--- config.mk ---
export PLATFORM = sky130hd
export DESIGN_NAME = dmem_ctrl
export DESIGN_NICKNAME = d
export VERILOG_FILES = /design/src/rtl/dmem_ctrl.sv
export SDC_FILE = /design/constraint.sdc
export NUM_CORES = 1
export LEC_CHECK = 0
export ABC_AREA = 1
export ABC_CLOCK_PERIOD_IN_PS = 2700
export CAP_MARGIN = 20
export CORE_ASPECT_RATIO = 1.25
export CORE_MARGIN = 10
export CORE_UTILIZATION = 61
export DETAILED_ROUTE_END_ITERATION = 10
export PLACE_DENSITY = 0.83
export SYNTH_ARGS = -nofsm -noshare
export SYNTH_HDL_FRONTEND = slang
export SYNTH_SLANG_ARGS = --single-unit
--- constraint.sdc ---
create_clock -name clock -period 2.7 [get_ports clock]
set_input_delay 0.54 -clock clock [delete_from_list [all_inputs] [get_ports clock]]
set_output_delay 0.54 -clock clock [all_outputs]
set_load 0.01 [all_outputs]
--- src/rtl/dmem_ctrl.sv ---
// Single-port data memory with req/ready handshake, registered read data and a
// power-on / soft-clear init sweep that writes a default value plus two presets.
module dmem_ctrl #(
  parameter int                    DATA_WIDTH = 8,
  parameter int                    ADDR_WIDTH = 5,
  parameter int                    DEPTH      = 32,
  parameter logic [DATA_WIDTH-1:0] INIT_VAL   = '0,
  parameter int                    PRE_ADDR_A = 'h1B,
  parameter logic [DATA_WIDTH-1:0] PRE_VAL_A  = 8'hFF,
  parameter int                    PRE_ADDR_B = 'h1C,
  parameter logic [DATA_WIDTH-1:0] PRE_VAL_B  = 8'hAA
) (
  input  logic                  clock,
  input  logic                  reset,
  input  logic                  clear,
  input  logic                  req,
  input  logic                  we,
  input  logic [ADDR_WIDTH-1:0] Address,
  input  logic [DATA_WIDTH-1:0] Data_in,
  output logic                  ready,
  output logic                  busy,
  output logic                  rvalid,
  output logic [DATA_WIDTH-1:0] Data_out,
  output logic                  err
);

  typedef enum logic {INIT, IDLE} state_t;

  localparam logic [ADDR_WIDTH-1:0] LAST = ADDR_WIDTH'(DEPTH - 1);

  state_t                state, state_d;
  logic [ADDR_WIDTH-1:0] ptr, ptr_d;
  logic                  mem_we, acc, in_range;
  logic [ADDR_WIDTH-1:0] mem_addr;
  logic [DATA_WIDTH-1:0] mem_wdata, sweep_val;
  logic [31:0]           ptr_x, addr_x;

  // No reset on the array so it maps onto block RAM.
  logic [DATA_WIDTH-1:0] mem [DEPTH];

  assign ptr_x    = 32'(ptr);
  assign addr_x   = 32'(Address);
  assign in_range = addr_x < 32'(DEPTH);
  assign busy     = (state == INIT);
  assign ready    = (state == IDLE) && !clear;

  // Presets at or above DEPTH never match because ptr stops at DEPTH-1.
  always_comb begin
    sweep_val = INIT_VAL;
    if (ptr_x == 32'(PRE_ADDR_A))      sweep_val = PRE_VAL_A;
    else if (ptr_x == 32'(PRE_ADDR_B)) sweep_val = PRE_VAL_B;
  end

  always_ff @(posedge clock or posedge reset) begin
    if (reset) begin
      state <= INIT;
      ptr   <= '0;
    end else begin
      state <= state_d;
      ptr   <= ptr_d;
    end
  end

  always_comb begin
    state_d   = state;
    ptr_d     = ptr;
    mem_we    = 1'b0;
    mem_addr  = Address;
    mem_wdata = Data_in;
    acc       = 1'b0;
    case (state)
      INIT: begin
        if (clear) begin
          ptr_d = '0;
        end else begin
          mem_we    = 1'b1;
          mem_addr  = ptr;
          mem_wdata = sweep_val;
          if (ptr == LAST) begin
            state_d = IDLE;
            ptr_d   = '0;
          end else begin
            ptr_d = ptr + 1'b1;
          end
        end
      end
      IDLE: begin
        if (clear) begin
          state_d = INIT;
          ptr_d   = '0;
        end else if (req) begin
          acc    = 1'b1;
          mem_we = we && in_range;
        end
      end
      default: state_d = INIT;
    endcase
  end

  always_ff @(posedge clock) begin
    if (mem_we) mem[mem_addr] <= mem_wdata;
  end

  always_ff @(posedge clock or posedge reset) begin
    if (reset) begin
      rvalid   <= 1'b0;
      err      <= 1'b0;
      Data_out <= '0;
    end else begin
      rvalid <= acc && !we;
      err    <= acc && !in_range;
      if (acc && !we) Data_out <= in_range ? mem[Address] : '0;
    end
  end

endmodule

==> results.cfg <==
[logic_synthesis]
synth_edf_count = 256
ys_seq_elements = 271
synthTopCellsByCount = nand2_1 (371), edfxtp_1 (256), nand3_1 (217), nor2_1 (43), buf_2 (25)
synth.area.top_cells = edfxtp_1 (68%), nand2_1 (12%), nand3_1 (9.6%)
synthArstFlopShare_pct = 5.54
synth_cells = 1004
ys_warn_count = 0
syn-mean-instance-area_um2 = 11.2
synth_top_area_share_pct = 68.2
synth_top_cell_by_area = edfxtp_1
synth.distinct_cells = 24
syn-num-nets = 1025
syn_area_mm2 = 0.0113
yosys.cell_count.top_type = nand2_1
synth_top_flop_cell = edfxtp_1
yosysSeqAreaShare_pct = 71.5

[floorplanning]
die_w_um = 142
start_util_pct = 62.1
die_h_um = 172
rows = 55
core_area_mm2 = 0.0182
die_area_mm2 = 0.0244
io_pins = 30

[finish]
nNetsFinal = 1090
stdcell_area_mm2 = 0.0129
syn_to_final_growth_pct = 14.6
diodes = 0
layout-drive-gt1-share_pct = 9.88
fin_cells = 1311
nFillCells = 1190

[cts]
clk_pin_slew_ns = 0.06
insertion_delay_ns = 0.51
cts.sinks = 271
root_buffer = clkbuf_16
numCtsBuffers = 24
cts_tree = built
post-cts-setup-buffer-count = 0
hold_buffers = 0
cts_max_level = 1
clock_path_buffers = 3
cts_resized = 0

[power]
pwr_density_cell_mw_per_mm2 = 664
p_leak_uw = 0.00495
pwr-share-comb_pct = 7.9
p_sw_share_pct = 21.6
p_int_uw = 6730
p_clk_share_pct = 37.7
power_uw = 8580
p_sw_uw = 1850
ir_drop_v = 0.000594
seq_power_share_pct = 54.4

[detailed_routing]
routed-via-count = 7878
routed_wl_um = 27200
drc = 0
drtIter0Drc = 1129
post_drt_via_cell_ratio = 6.01
wl_per_cell_um = 20.7
ant_nets = 0
first_pass_iters = 8

[worst_setup_path]
worstSetupPathType = in -> out
worst_setup_path_end_kind = primary output
crit_slowest_cell = clkdlybuf4s50_1
crit_fanout = 3
arrival_ns = 1.85
path_delay_family = buffers and inverters
timing.rr.end = mem[8][2]$_DFFE_PP_
cpPeakStageDelay_ns = 0.57
required_ns = 2.16
crit_buf_inv = 3
r2r-start = state$_DFF_PP0_
crit_end = ready
cp_common_cell = clkdlybuf4s50_1
critical_path_depth = 4
worstPathCellList = clkdlybuf4s50_1, buf_4, nor2_2, clkdlybuf4s50_1
startpoint_type = primary input
r2r_slack_ns = 0.53
startpoint = clear
r2r_cells = 7

[timing]
finClkSkew_ns = 0.00579
setup_slack_ns = 0.311
worst_slew_pin_slew_ns = 0.576
slew_headroom_pct = 61.6
min_period_ns = 2.39
drv_slew = 0
fmax_mhz = 419
setup_tns_ns = 0
setup_violations = 0
hold_viol_final = 0
period_share_pct = 88.5
grt_setup_unrepaired = no

[placed_design]
dp_cells = 1271
portBuffers = 28
dp.final_hpwl_um = 17000
placed_cell_area_mm2 = 0.0122
gp_congestion = 0.963
pre_cts_slack_ns = 0.0574

[worst_hold_path]
hold_class = in -> async

[global_route]
first_global_vias = 7696
grt_first_pass_wirelength_um = 41400
grt_overflow = 0
grt_start_max_net_pins = 96
grt_usage_pct = 22.0
antenna_found_initial = 0

[status]
outcome = completed

[run]
drv_cap = 0
[power by group through the flow]
stage / registers, µW / clock network [µW] / logic [µW]
2_1_floorplan: 4760 / 0 / 378
3_3_place_gp: 4760 / 0 / 644
3_5_place_dp: 4760 / 0 / 658
4_1_cts: 4670 / 3280 / 664
5_1_grt: 4670 / 3440 / 723
6_report: 4670 / 3240 / 674
[cells in the final DEF (no fill, tap or decap)]
cell,Yosys,layout
a21oi_1,3,3
a41oi_1,1,1
buf_12,0,12
buf_2,25,1
buf_4,16,55
bufinv_16,0,2
clkbuf_1,9,4
clkbuf_16,0,25
clkdlybuf4s50_1,0,26
clkinv_1,0,6
clkinv_2,0,4
conb_1,1,1
dfrtp_1,15,15
edfxtp_1,256,256
ha_1,3,3
inv_1,19,19
inv_2,2,1
nand2_1,371,371
nand3_1,217,217
nand3_2,4,4
nand4_1,1,1
nor2_1,43,43
nor2_2,1,1
nor2_4,1,1
o21a_1,1,1
o21ai_0,5,5
o21ai_1,3,3
o21ai_2,1,1
xor2_1,1,1
[per-layer routing]
layer  routed length (µm)  share of wire, %  vias to the layer above  global-route usage [%]
met5                    0                 0                        -                       0
met4                 1320               4.9                        0                    11.3
met3                 2240               8.2                      106                    3.13
met2                14000                52                      489                    39.0
met1                 9580                35                     3687                    25.4
li1                     -                 -                     3596                       -
[layout make-up]
class	instances	area [µm²]	share of cell area (%)
timing repair buffer	94	918	7.11
multi-input combinational	657	2830	21.9
inverter	21	80.1	0.620
tap	228	285	2.21
clock buffer	29	641	4.96
clock inverter	11	97.6	0.755
sequential	271	8060	62.4
[cells by family after synthesis]
group	Yosys count	share of synthesized area, %
and+or+nand+nor	638	24.0
xor gates and xnor gates	1	0.0777
AOI/OAI and AO/OA	14	0.710
adders and majority gates	3	0.333
DFF	271	71.5
buffers and inverters	76	3.34
other	1	0.0333
[state kept, by name, indices dropped and copies added (netlist names)]
register,count
rvalid,1
state,1
mem,256
Data_out,8
ptr,5
[how the worst min path moves through the flow]
stage,from,end,slack (ns),cells past startpoint
finish,reset,Data_out[0]$_DFFE_PP0P_,0.38,2
detailed placement,Data_out[2]$_DFFE_PP0P_,Data_out[2]$_DFFE_PP0P_,0.47,2
global route,reset,rvalid$_DFF_PP0_,0.43,2
global placement,Data_out[0]$_DFFE_PP0P_,Data_out[0]$_DFFE_PP0P_,0.47,2
CTS,reset,rvalid$_DFF_PP0_,0.38,2
floorplan,reset,Data_out[0]$_DFFE_PP0P_,0.44,1
[stage by stage]
step / hold WS, ns / utilization (%)
2_1_floorplan: 0.441 / -
3_3_place_gp: 0.467 / 67.0
3_5_place_dp: 0.470 / 67.0
4_1_cts: 0.384 / 71.1
5_1_grt: 0.432 / 71.1
6_report: 0.382 / 71.1
(Power assumes the default switching activity.)
==> edit 1, RTL diff (same settings) <==
Make the reset (`reset`) synchronous in 2 clocked blocks.
--- a/src/rtl/dmem_ctrl.sv
+++ b/src/rtl/dmem_ctrl.sv
@@ -53,3 +53,3 @@
 
-  always_ff @(posedge clock or posedge reset) begin
+  always_ff @(posedge clock) begin
     if (reset) begin
@@ -103,3 +103,3 @@
 
-  always_ff @(posedge clock or posedge reset) begin
+  always_ff @(posedge clock) begin
     if (reset) begin
Check against the original RTL: same outputs for any inputs over 10 cycles, from zero or initial values and one cycle with reset high; that may be too few to reach the edited logic, so the function may still have changed.
==> edit 1 against the unedited design <==
- clock power increased by 5%
- setup slack worse by 0.035 ns
- routed wire length increased by 2.3%
- utilization rose by 0.11 points
- first-iteration DRC count shrank 16%
- synthesized area hardly changed
- final cell count rose by 0.31%
- sequential cell count stayed put
- clock skew rose by 0.0084 ns
- cell area is 0.16% higher
- total power increased by 1.2%
- hold slack gained 0.13 ns
- critical path type unchanged
- largest power group unchanged
- highest routed layer unchanged
==> edit 1: results (changes against the unedited design) <==
stage;metric;value;unit;change
critical_path;r2r endpoint;mem[28][3];;
drt;Routed met2 length;14500;um;+3.1%
yosys;leading cell types by total area after synthesis;edfxtp_1 68%, nand2_1 12%, nand3_1 9.3%;;
global_routing;GRT met2 Usage;40.4;%;+1.3 points
global_routing;global route overflow;0;;unchanged
drt;wl on met1;9800;um;+2.2%
finish;area of the multi-input gates;0.00291;mm2;+2.8%
global_routing;first-pass GRT wire length;42800;um;+3.4%
clocking;htree depth;1;;unchanged
global_routing;GRT Total Usage;22.7;%;+0.75 points
power_and_ir_drop;switching pwr;1890;uW;+1.9%
yosys;Post-synth EDFFs;256;;unchanged
finish;nonclk inv count;22;;+4.8%
placement;post-place setup slack;0.0375;ns;-0.0200 ns
critical_path;worst path arrival time;1.88;ns;+0.03 ns
worst_hold_path;Hold/Removal Path Class;reg -> reg;;
clocking;cts repair resizes;0;;unchanged
critical_path;CP endpoint;ready;;
global_routing;met3 Use GR;2.17;%;-0.96 points
global_routing;vias in the first global route;7806;;+1.4%
placement;gpl congestion;0.902;;-6.3%
placement;Cell Area, Placed;0.0122;mm2;-0.15%
yosys;sequential-to-total area share from yosys stat;70.8;%;-0.71 points
critical_path;crit path from;clear;;
critical_path;critical-path maximum fanout;6;;+3
drt;met3 wire length;1980;um;-12%
critical_path;worst r2r src;state;;
finish;Seq/total area;61.7;%;-0.68 points
global_routing;met1 Use GR;26.5;%;+1.2 points
finish;Non-clk bufs;91;;-3.2%
clocking;clk root buf;clkbuf_16;;
global_routing;initial antenna violation count;0;;unchanged
drt;drt pass-1 iters;5;;-3
yosys;Cell variety after synth;31;;+29%
global_routing;largest net degree at the start of global routing;51;;-47%
timing;worst rel slew slack;64.6;%;+3.0 points
drt;vias;7896;;+0.23%
critical_path;register-to-register setup slack;0.59;ns;+0.06 ns
drt;wire per inst;21.2;um;+2.0%
power_and_ir_drop;peak supply drop;0.598;mV;+0.62%
finish;final-layout fill cell count;1201;;+0.92%
placement;Post-DP HPWL;17200;um;+0.73%
drt;DR iter-0 viols;951;;-16%
yosys;most frequent cells after synthesis;360 x nand2_1, 256 x edfxtp_1, 210 x nand3_1;;
worst_hold_path;WHS Path Cells;2;;
timing;fmax;413;MHz;-1.5%
finish;ClkCell Share;6.01;%;+0.29 points
drt;top layer used by detailed routing;met4;;
timing;Clock Skew;0.0142;ns;+0.00837 ns
finish;Signal buf overhead;6.83;%;-0.28 points
status;status;finished clean;;
power_and_ir_drop;leakage;0.00485;uW;-2.0%
finish;final design utilization;71.2;%;+0.11 points
clocking;Clk Latency, worst-skew pair;0.52;ns;
finish;Multi-In Gates;661;;+0.61%
yosys;Synth async-reset ratio;0;%;-5.5 points
finish;fin nets;1092;;+0.18%
yosys;syn_nets;1032;;+0.68%
finish;layout cell share with drive strength beyond 1;11.2;%;+1.3 points
-- edit 1: cell types whose count changed after synthesis, sizes merged, moves of 2 or more --
cell	change
a21oi	+10
buf	+2
dfrtp	-15
dfxtp	+15
nand2	-7
nand3	-7
nor2	-2
nor3	+4
o21ai	+4
-- edit 1: kinds of logic (layout without fill, tap and decap cells) --
logic type | count (synthesis) | count (layout) | share of synthesized area [%]
buffers and inverters | 79 | 155 | 3.36
adder cells (fa/ha/maj) | 3 | 3 | 0.333
AO/OA/AOI/OAI | 28 | 28 | 1.46
flip-flops | 271 | 271 | 70.8
AND/OR/NAND/NOR | 628 | 628 | 23.9
XOR/XNOR | 1 | 1 | 0.0777
other | 1 | 1 | 0.0332
-- edit 1: power groups by stage --
| stage | combinational (uW) | sequential [uW] | clock, uW |
|---|---|---|---|
| 3_3_place_gp | 616 | 4730 | 0 |
| 3_5_place_dp | 629 | 4740 | 0 |
| 6_report | 643 | 4640 | 3390 |
| 4_1_cts | 633 | 4640 | 3420 |
| 5_1_grt | 693 | 4640 | 3570 |
| 2_1_floorplan | 372 | 4730 | 0 |
-- edit 1: worst min path at each step --
stage | start | end | slack [ns]
finish | ptr[4] | ptr[4] | 0.51
global route | ptr[4] | ptr[4] | 0.53
CTS | ptr[4] | ptr[4] | 0.51
detailed placement | ptr[3] | ptr[3] | 0.49
global placement | ptr[3] | ptr[3] | 0.48
floorplan | ptr[3] | ptr[3] | 0.47
-- edit 1: per-stage QoR --
step / instances / hold WS [ns]
finish: 1315 / 0.508
global route: 1315 / 0.528
CTS: 1315 / 0.510
detailed placement: 1273 / 0.494
global placement: 1273 / 0.484
floorplan: 1011 / 0.470
-- edit 1: critical path, stage by stage --
cell and delay (ns):
clkdlybuf4s50_1 0.43, buf_4 0.17, nor2_4 0.17, clkdlybuf4s50_1 0.57
==> edit 2, RTL diff (config.mk and constraints unchanged) <==
Made on the original files. Set the parameter `ADDR_WIDTH` to 4 (it was 5).
--- a/src/rtl/dmem_ctrl.sv
+++ b/src/rtl/dmem_ctrl.sv
@@ -4,3 +4,3 @@
   parameter int                    DATA_WIDTH = 8,
-  parameter int                    ADDR_WIDTH = 5,
+  parameter int                    ADDR_WIDTH = 4,
   parameter int                    DEPTH      = 32,
Ports: changed (resized Address); port bits go from 30 to 29. No check against the original RTL was run, so the function may have changed too.
==> edit 2 against the unedited design <==
- synthesized area is 44% lower
- critical path depth shrank 1
- total power shrank 40%
- sequential cell count is 129 lower
- setup slack improved by 0.037 ns
- non-clock buffer count shrank 33
- routed wire length fell by 45%
- first-iteration DRC count decreased by 61%
- cell area down 42%
- die area fell by 39%
- largest power group unchanged
==> edit 2: results (changes against the unedited design) <==
stage;metric;value;unit;change
timing;Clock Skew;0.00641;ns;+0.000620 ns
critical_path;register-to-register setup slack;0.96;ns;+0.43 ns
clocking;htree depth;4;;+3
global_routing;met3 Use GR;4.82;%;+1.7 points
clocking;clk buf depth;2;;-1
global_routing;GRT Total Usage;20.6;%;-1.4 points
placement;I/O Buffers;27;;-3.6%
yosys;syn_nets;662;;-35%
status;status;finished clean;;
power_and_ir_drop;leakage;0.00334;uW;-33%
finish;layout cell share with drive strength beyond 1;10.1;%;+0.26 points
critical_path;r2r endpoint;mem[13][3];;
yosys;Synth async-reset ratio;9.86;%;+4.3 points
global_routing;first-pass GRT wire length;24200;um;-42%
placement;Post-DP HPWL;9790;um;-43%
yosys;Post-synth EDFFs;128;;-50%
yosys;xor/xnor cell area share of the yosys netlist;0;%;-0.078 points
finish;Signal buf overhead;7.32;%;+0.21 points
drt;Routed met2 length;7880;um;-44%
critical_path;critical-path maximum fanout;4;;+1
yosys;synthesized-area fraction occupied by adder cells;0.197;%;-0.14 points
placement;Cell Area, Placed;0.00688;mm2;-44%
finish;Multi-In Gates;354;;-46%
finish;nonclk inv count;122;;+480%
drt;met3 wire length;916;um;-59%
global_routing;GRT met2 Usage;36.1;%;-2.9 points
edit 2: cell count changes after synthesis, sizes merged, moves of 13 or more:
cell	unedited run	this run
nand3	221	102
edfxtp	256	128
nor2	45	32
inv	21	122
buf	46	24
nand2	371	208
edit 2: report_power, final:
group / leakage [uW] / internal, uW / switching [uW] / total, uW
logic: 0.00169 / 133 / 262 / 395
registers: 0.00136 / 2450 / 16.1 / 2470
clock network: 0.000276 / 1430 / 846 / 2280
total: 0.00334 / 4010 / 1120 / 5140
edit 2: metrics by stage:
step / util, % / hold WS (ns) / setup WS [ns] / power [uW] / cells
finish: 73.8 / 0.473 / 0.348 / 5140 / 839
global route: 73.8 / 0.511 / 0.306 / 5280 / 839
CTS: 73.8 / 0.486 / 0.337 / 5150 / 839
detailed placement: 68.1 / 0.471 / 0.259 / 2900 / 808
global placement: 68.1 / 0.470 / 0.290 / 2890 / 808
floorplan: - / 0.429 / 0.833 / 2740 / 644
